`config.mk`:
```
export PLATFORM = sky130hd
export DESIGN_NAME = vga_scan_timer
export DESIGN_NICKNAME = d
export VERILOG_FILES = /design/src/rtl/vga_scan_timer.sv
export SDC_FILE = /design/constraint.sdc
export NUM_CORES = 1
export LEC_CHECK = 0
export BUFFER_PORTS_ARGS = -buffer_cell sky130_fd_sc_hd__clkbuf_2
export CORE_MARGIN = 2
export CORE_UTILIZATION = 55
export DETAILED_ROUTE_END_ITERATION = 10
export PLACE_DENSITY = 0.82
export SETUP_SLACK_MARGIN = 0.2
export SYNTH_ARGS = -nofsm -noshare
export SYNTH_HDL_FRONTEND = slang
export SYNTH_SLANG_ARGS = --single-unit
export TNS_END_PERCENT = 50
```
`constraint.sdc`:
```
create_clock -name clk -period 2.5 [get_ports clk]
set_input_delay 0.5 -clock clk [delete_from_list [all_inputs] [get_ports clk]]
set_output_delay 0.5 -clock clk [all_outputs]
set_load 0.05 [all_outputs]
```
`src/rtl/vga_scan_timer.sv`:
```
// vga_scan_timer: raster timing generator (x/y, sync, blank, vblank interrupt)
module vga_scan_timer #(
  parameter int H_ACTIVE = 1024,
  parameter int H_FP = 24,
  parameter int H_SYNC = 136,
  parameter int H_BP = 160,
  parameter int V_ACTIVE = 768,
  parameter int V_FP = 3,
  parameter int V_SYNC = 6,
  parameter int V_BP = 29,
  parameter int SYNC_ACTIVE_LOW = 1
) (
  input  logic        clk,
  input  logic        rst_n,
  input  logic        cli,
  output logic [10:0] x,
  output logic [9:0]  y,
  output logic        hsync,
  output logic        vsync,
  output logic        blank,
  output logic        interrupt
);
  localparam int H_TOTAL = H_ACTIVE + H_FP + H_SYNC + H_BP;
  localparam int V_TOTAL = V_ACTIVE + V_FP + V_SYNC + V_BP;
  localparam int HS_START = H_ACTIVE + H_FP;
  localparam int HS_END = HS_START + H_SYNC;
  localparam int VS_START = V_ACTIVE + V_FP;
  localparam int VS_END = VS_START + V_SYNC;
  localparam logic [10:0] X_MAX = 11'(H_TOTAL - 1);
  localparam logic [9:0] Y_MAX = 10'(V_TOTAL - 1);
  localparam logic SYNC_IDLE = SYNC_ACTIVE_LOW != 0;
  logic [10:0] nx;
  logic [9:0] ny;
  logic [31:0] nx_w, ny_w;
  logic h_act, v_act, set_irq;
  // next-state counters; sync/blank/irq decode from these so they line up with the registered x/y
  always_comb begin
    nx = (x == X_MAX) ? 11'd0 : x + 11'd1;
    ny = (x != X_MAX) ? y : (y == Y_MAX) ? 10'd0 : y + 10'd1;
    nx_w = {21'd0, nx};
    ny_w = {22'd0, ny};
    h_act = (nx_w >= 32'(HS_START)) && (nx_w < 32'(HS_END));
    v_act = (ny_w >= 32'(VS_START)) && (ny_w < 32'(VS_END));
    set_irq = (nx == 11'd0) && (ny_w == 32'(V_ACTIVE));
  end
  // output registers; set beats a simultaneous clear
  always_ff @(posedge clk or negedge rst_n) begin
    if (!rst_n) begin
      x <= '0;
      y <= '0;
      hsync <= SYNC_IDLE;
      vsync <= SYNC_IDLE;
      blank <= 1'b0;
      interrupt <= 1'b0;
    end else begin
      x <= nx;
      y <= ny;
      hsync <= h_act ^ SYNC_IDLE;
      vsync <= v_act ^ SYNC_IDLE;
      blank <= (nx_w >= 32'(H_ACTIVE)) || (ny_w >= 32'(V_ACTIVE));
      interrupt <= set_irq || (interrupt && !cli);
    end
  end
endmodule

```
Yosys cells after proc, flatten, opt, wreduce, memory -nomap -nowiden
Cells that the tools add are included.
{"block": "totals", "reg_bits": 25}
{"block": "op_classes", "n_mux": 3, "bitwise_logic": 2, "n_eq_ne": 4, "n_addsub": 2, "n_lt_le_gt_ge": 6, "n_reduce_logical": 8}
{"op": ">= comparator 11 bit, second input constant", "n": 2}
{"op": "== test 10 bit, second input constant", "n": 2}
{"op": ">= comparator 10 bit, second input constant", "n": 2}
{"op": "two-way mux 10 bit", "n": 2}
{"op": "adder 11 x 1 -> 11 bit, second input constant", "n": 1}
{"op": "== test 11 bit, second input constant", "n": 1}
{"op": "logical NOT 11 bit", "n": 1}
{"op": "< comparator 11 bit, second input constant", "n": 1}
{"op": "two-way mux 11 bit", "n": 1}
{"op": "inequality test 11 bit, second input constant", "n": 1}
{"op": "adder 10 x 1 -> 10 bit, second input constant", "n": 1}
{"op": "< comparator 10 bit, second input constant", "n": 1}
{"op": "logical AND 1 bit", "n": 4}
{"op": "logical OR 1 bit", "n": 2}
{"op": "NOT 1 bit", "n": 2}
{"op": "logical NOT 1 bit", "n": 1}

Logic depth before layout (Yosys ltp)
{"block": "depth", "word_depth": 6, "ltp_mapped": 8}

Worst setup path after synthesis
Ideal clock, no wire load.
{"block": "synth_timing", "kind": "reg2reg", "from": "reg x[0]", "to": "reg interrupt", "path_slack_ps": -58, "arrival_ps": 2437, "stages_incl_launch_ff": 9, "synth_period_minus_slack_ps": 2558, "n_path_buf": 1, "path_cell_list": "dfrtp_1 > ha_1 > clkbuf_1 > nand2_1 > nor3_4 > and4_1 > mux2i_1 > nor4b_2 > a41o_1"}
{"block": "synth_via", "elab_chain_cells": 5}
{"element": "from (decl)", "line": "16", "text": "output logic [10:0] x,"}
{"element": "from (signal assigned)", "line": "56", "text": "x <= nx;"}
{"element": "inequality test 11 bit", "line": "39", "text": "ny = (x != X_MAX) ? y : (y == Y_MAX) ? 10'd0 : y + 10'd1;"}
{"element": "two-way mux 10 bit", "line": "39"}
{"element": "named net ny[3]", "line": "33", "text": "logic [9:0] ny;"}
{"element": "== test 10 bit", "line": "44", "text": "set_irq = (nx == 11'd0) && (ny_w == 32'(V_ACTIVE));"}
{"element": "logical AND 1 bit", "line": "44"}
{"element": "logical OR 1 bit", "line": "61", "text": "interrupt <= set_irq || (interrupt && !cli);"}
{"element": "to (signal assigned)", "line": "61"}
{"element": "to (decl)", "line": "21", "text": "output logic interrupt"}
The timed path passes the listed nets, and every way through them passes these cells.

Worst setup path after layout
{"block": "layout_timing", "from": "reg x[9]", "to": "reg interrupt"}
The elaborated chain is that of the path after synthesis.

==> summary.txt <==
Outcome
  • Outcome: finished clean

Route
  • DRT iter0 DRCs: 117
  • Drt pass-1 iters: 4
  • Vias: 1471
  • Routed wire length: 4050 µm
  • Vias/cell: between 6 and 7
  • Remaining DRCs: 0
  • Final ANT Viol Nets: 0
  • Avg WL per Cell: 17.2 µm

Setup path
  • Critical Path RT: 2730 ps
  • Critical Path Source Type: flop
  • Crit Path Class: reg2reg
  • CP arrival: 2460 ps
  • Max FO, Critical Path: 4
  • Worst r2r path cells: 7
  • CP endpoint kind: flop

Layout
  • Final Util: 71.9%
  • Non-Filler Instances: 235
  • Final design instance area without fill: 1930 µm²
  • Area grow syn2layout: 27.1%
  • ANT cells: 0
  • Fillers: 208
  • Layout Nets: 211
  • Fraction of layout instances using a drive strength above 1: 39.2%

Floorplanning
  • IO Pins: 28
  • Die ar.: 3200 µm²
  • Core area: 2690 µm²
  • Initial Util: between 50% and 60%
  • Die extent in x: 56.6 µm
  • Row cnt: 19
  • Height of the chip: roughly 57 µm

Timing
  • Worst Clk Skew: 2.86 ps
  • Unrepaired setup endpoints after global routing: false
  • Max-slew violations: 0
  • Final setup viols: 0
  • Setup Total Neg Slack: 0 ps
  • Worst-Margin Slew: 622 ps
  • Final Hold Fails: 0
  • Setup slack after layout: 274 ps
  • Hold Worst Slack: 159 ps
  • Slew HR: 58.5%
  • Post-layout minimum cycle time: between 2000 and 2500 ps
  • Fin crit share: 89.0%
  • Fmax achieved: 0.449 GHz

Clocking
  • Clk root buf: clkbuf_4
  • CTS Hold Bufs: 0
  • Htree depth: 1
  • Clk slew on worst S/H paths: 130 ps
  • Cts bufs inserted: 3
  • Clock sink count: 25
  • Worst-Skew Late Latency: 320 ps
  • CTS tree: built
  • Max Root-Sink Buffers: 2

GRT
  • First-pass GRT wire length: roughly 6000 µm
  • Vias in the first global route: 1305
  • Initial antenna violation count: 0
  • Largest net degree at the start of global routing: 26
  • GR Overflow Total: 0
  • GR Util All Layers: approximately a quarter

Run
  • Max-cap viol count: 0

Logic synthesis
  • Avg Cell Area, Syn: 9.56 µm²
  • Netlist cell types: 51
  • Mapped Area: ~1500 µm²
  • Async S/R FF share, synth: 100%
  • Synth warn: 0
  • Synth top area share: a little under two fifths
  • Synth area leader: dfrtp_1
  • Synth top area cells: dfrtp_1 38%, nand3_1 4.6%, o21ai_0 4.0%
  • Number of synthesized flops with an enable pin: 0
  • Sequential element share of the synthesized area: 41.3%
  • Syn Inst Count: between 150 and 200
  • Dominant synthesized flop cell: dfrtp_1
  • Syn Nets: between 150 and 200
  • Flops & latches, synth: 25

Pwr
  • LEAKAGE: 0.853 nW
  • Peak VDD IR: 0.344 mV
  • Power, Total: 0.597 mW
  • Pwr per Cell Area: 309 nW/µm²

Place
  • DP Cell Count: 220
  • Pre-CTS WS: 189 ps
  • Final HPWL DP: 2700 µm
  • Gp weighted congestion: 0.913
  • Port bufs: 27
  • Area post-placement: 1740 µm²

Worst hold path
  • Min-Delay Path Class: in2async
==> worst max-delay path, cell delays in order, from the launching register on <==
cell and delay [ps]:
dfrtp_2 430, or4b_4 560, nor3_4 170, buf_6 140, and4_4 240, mux2i_4 280, nor4b_2 80, a41o_1 230
==> cell families after synthesis <==
kind of cell	synth area share (%)
adder cells (fa/ha/maj)	2.47
multiplexers	2.88
XOR/XNOR	5.19
AO/OA/AOI/OAI	16.7
flip-flops	41.3
AND/OR/NAND/NOR	27.7
buffers and inverters	3.79
==> worst paths after layout <==
kind                        from   endpoint  slack, ps
min in group clk             cli  interrupt        480
max in group asynchronous  rst_n       x[9]       1900
min reg2reg                 x[0]       x[0]        530
max reg2reg                 x[9]  interrupt        270
min                        rst_n       x[2]        160
max                         x[9]  interrupt        270
==> state kept, by name (all words and copies together), names as in the netlist <==
register,cells
hsync,1
x,11
vsync,1
interrupt,1
blank,1
y,10
==> where the power goes <==
group	switching (mW)	internal (mW)
registers	0	0.404
clock network	0.121	0.0626
logic	0.00771	0.00108
==> synthesized netlist by cell type (all sizes together) (4+ instances only) <==
cell / count
nor4b: 4
inv: 7
a21oi: 5
nor2: 9
a31oi: 4
dfrtp: 23
xnor2: 6
clkbuf: 4
nand2: 14
o21ai: 12
nand3: 14
==> layout make-up <==
cell class | instances | area [µm²] | area share, %
Multi-Input combinational cell | 121 | 900 | 46.6
Sequential cell | 25 | 639 | 33.1
Timing Repair Buffer | 47 | 302 | 15.6
Tap cell | 31 | 38.8 | 2.01
Clock buffer | 4 | 26.3 | 1.36
Inverter | 7 | 26.3 | 1.36
==> cells in the final DEF, fill, tap and decap left out, drive strengths merged, types with 2 or more instances in the layout <==
cell    Yosys  routed
o22ai       3       3
and4        3       3
clkbuf      4      31
nor2        9       9
nor3        3       3
a31oi       4       4
xnor2       6       6
xor2        3       3
or4         2       2
dfstp       2       2
nand2      14      14
nand2b      3       3
mux2        3       3
inv         7       7
buf         2      20
a21oi       5       5
o21ai      12      12
a31o        2       2
a211oi      2       2
and2        3       3
and3        2       2
ha          3       3
nand4       3       3
dfrtp      23      23
nor4b       4       4
nand3      14      14
==> timing repair <==
action	CTS	global route
cloned	0	1
buffers inserted	2	8
gates resized for setup	1	20
endpoints found under the setup margin	2	2
pin swaps	1	8
==> per-layer routing <==
metal / wire length [µm] / GRT usage (%)
met5: 0 / 0
met4: 122 / 10.5
met3: 200 / 3.23
met2: 2040 / 39.0
met1: 1680 / 33.4
Note: power is estimated with default switching activity, not from simulation.
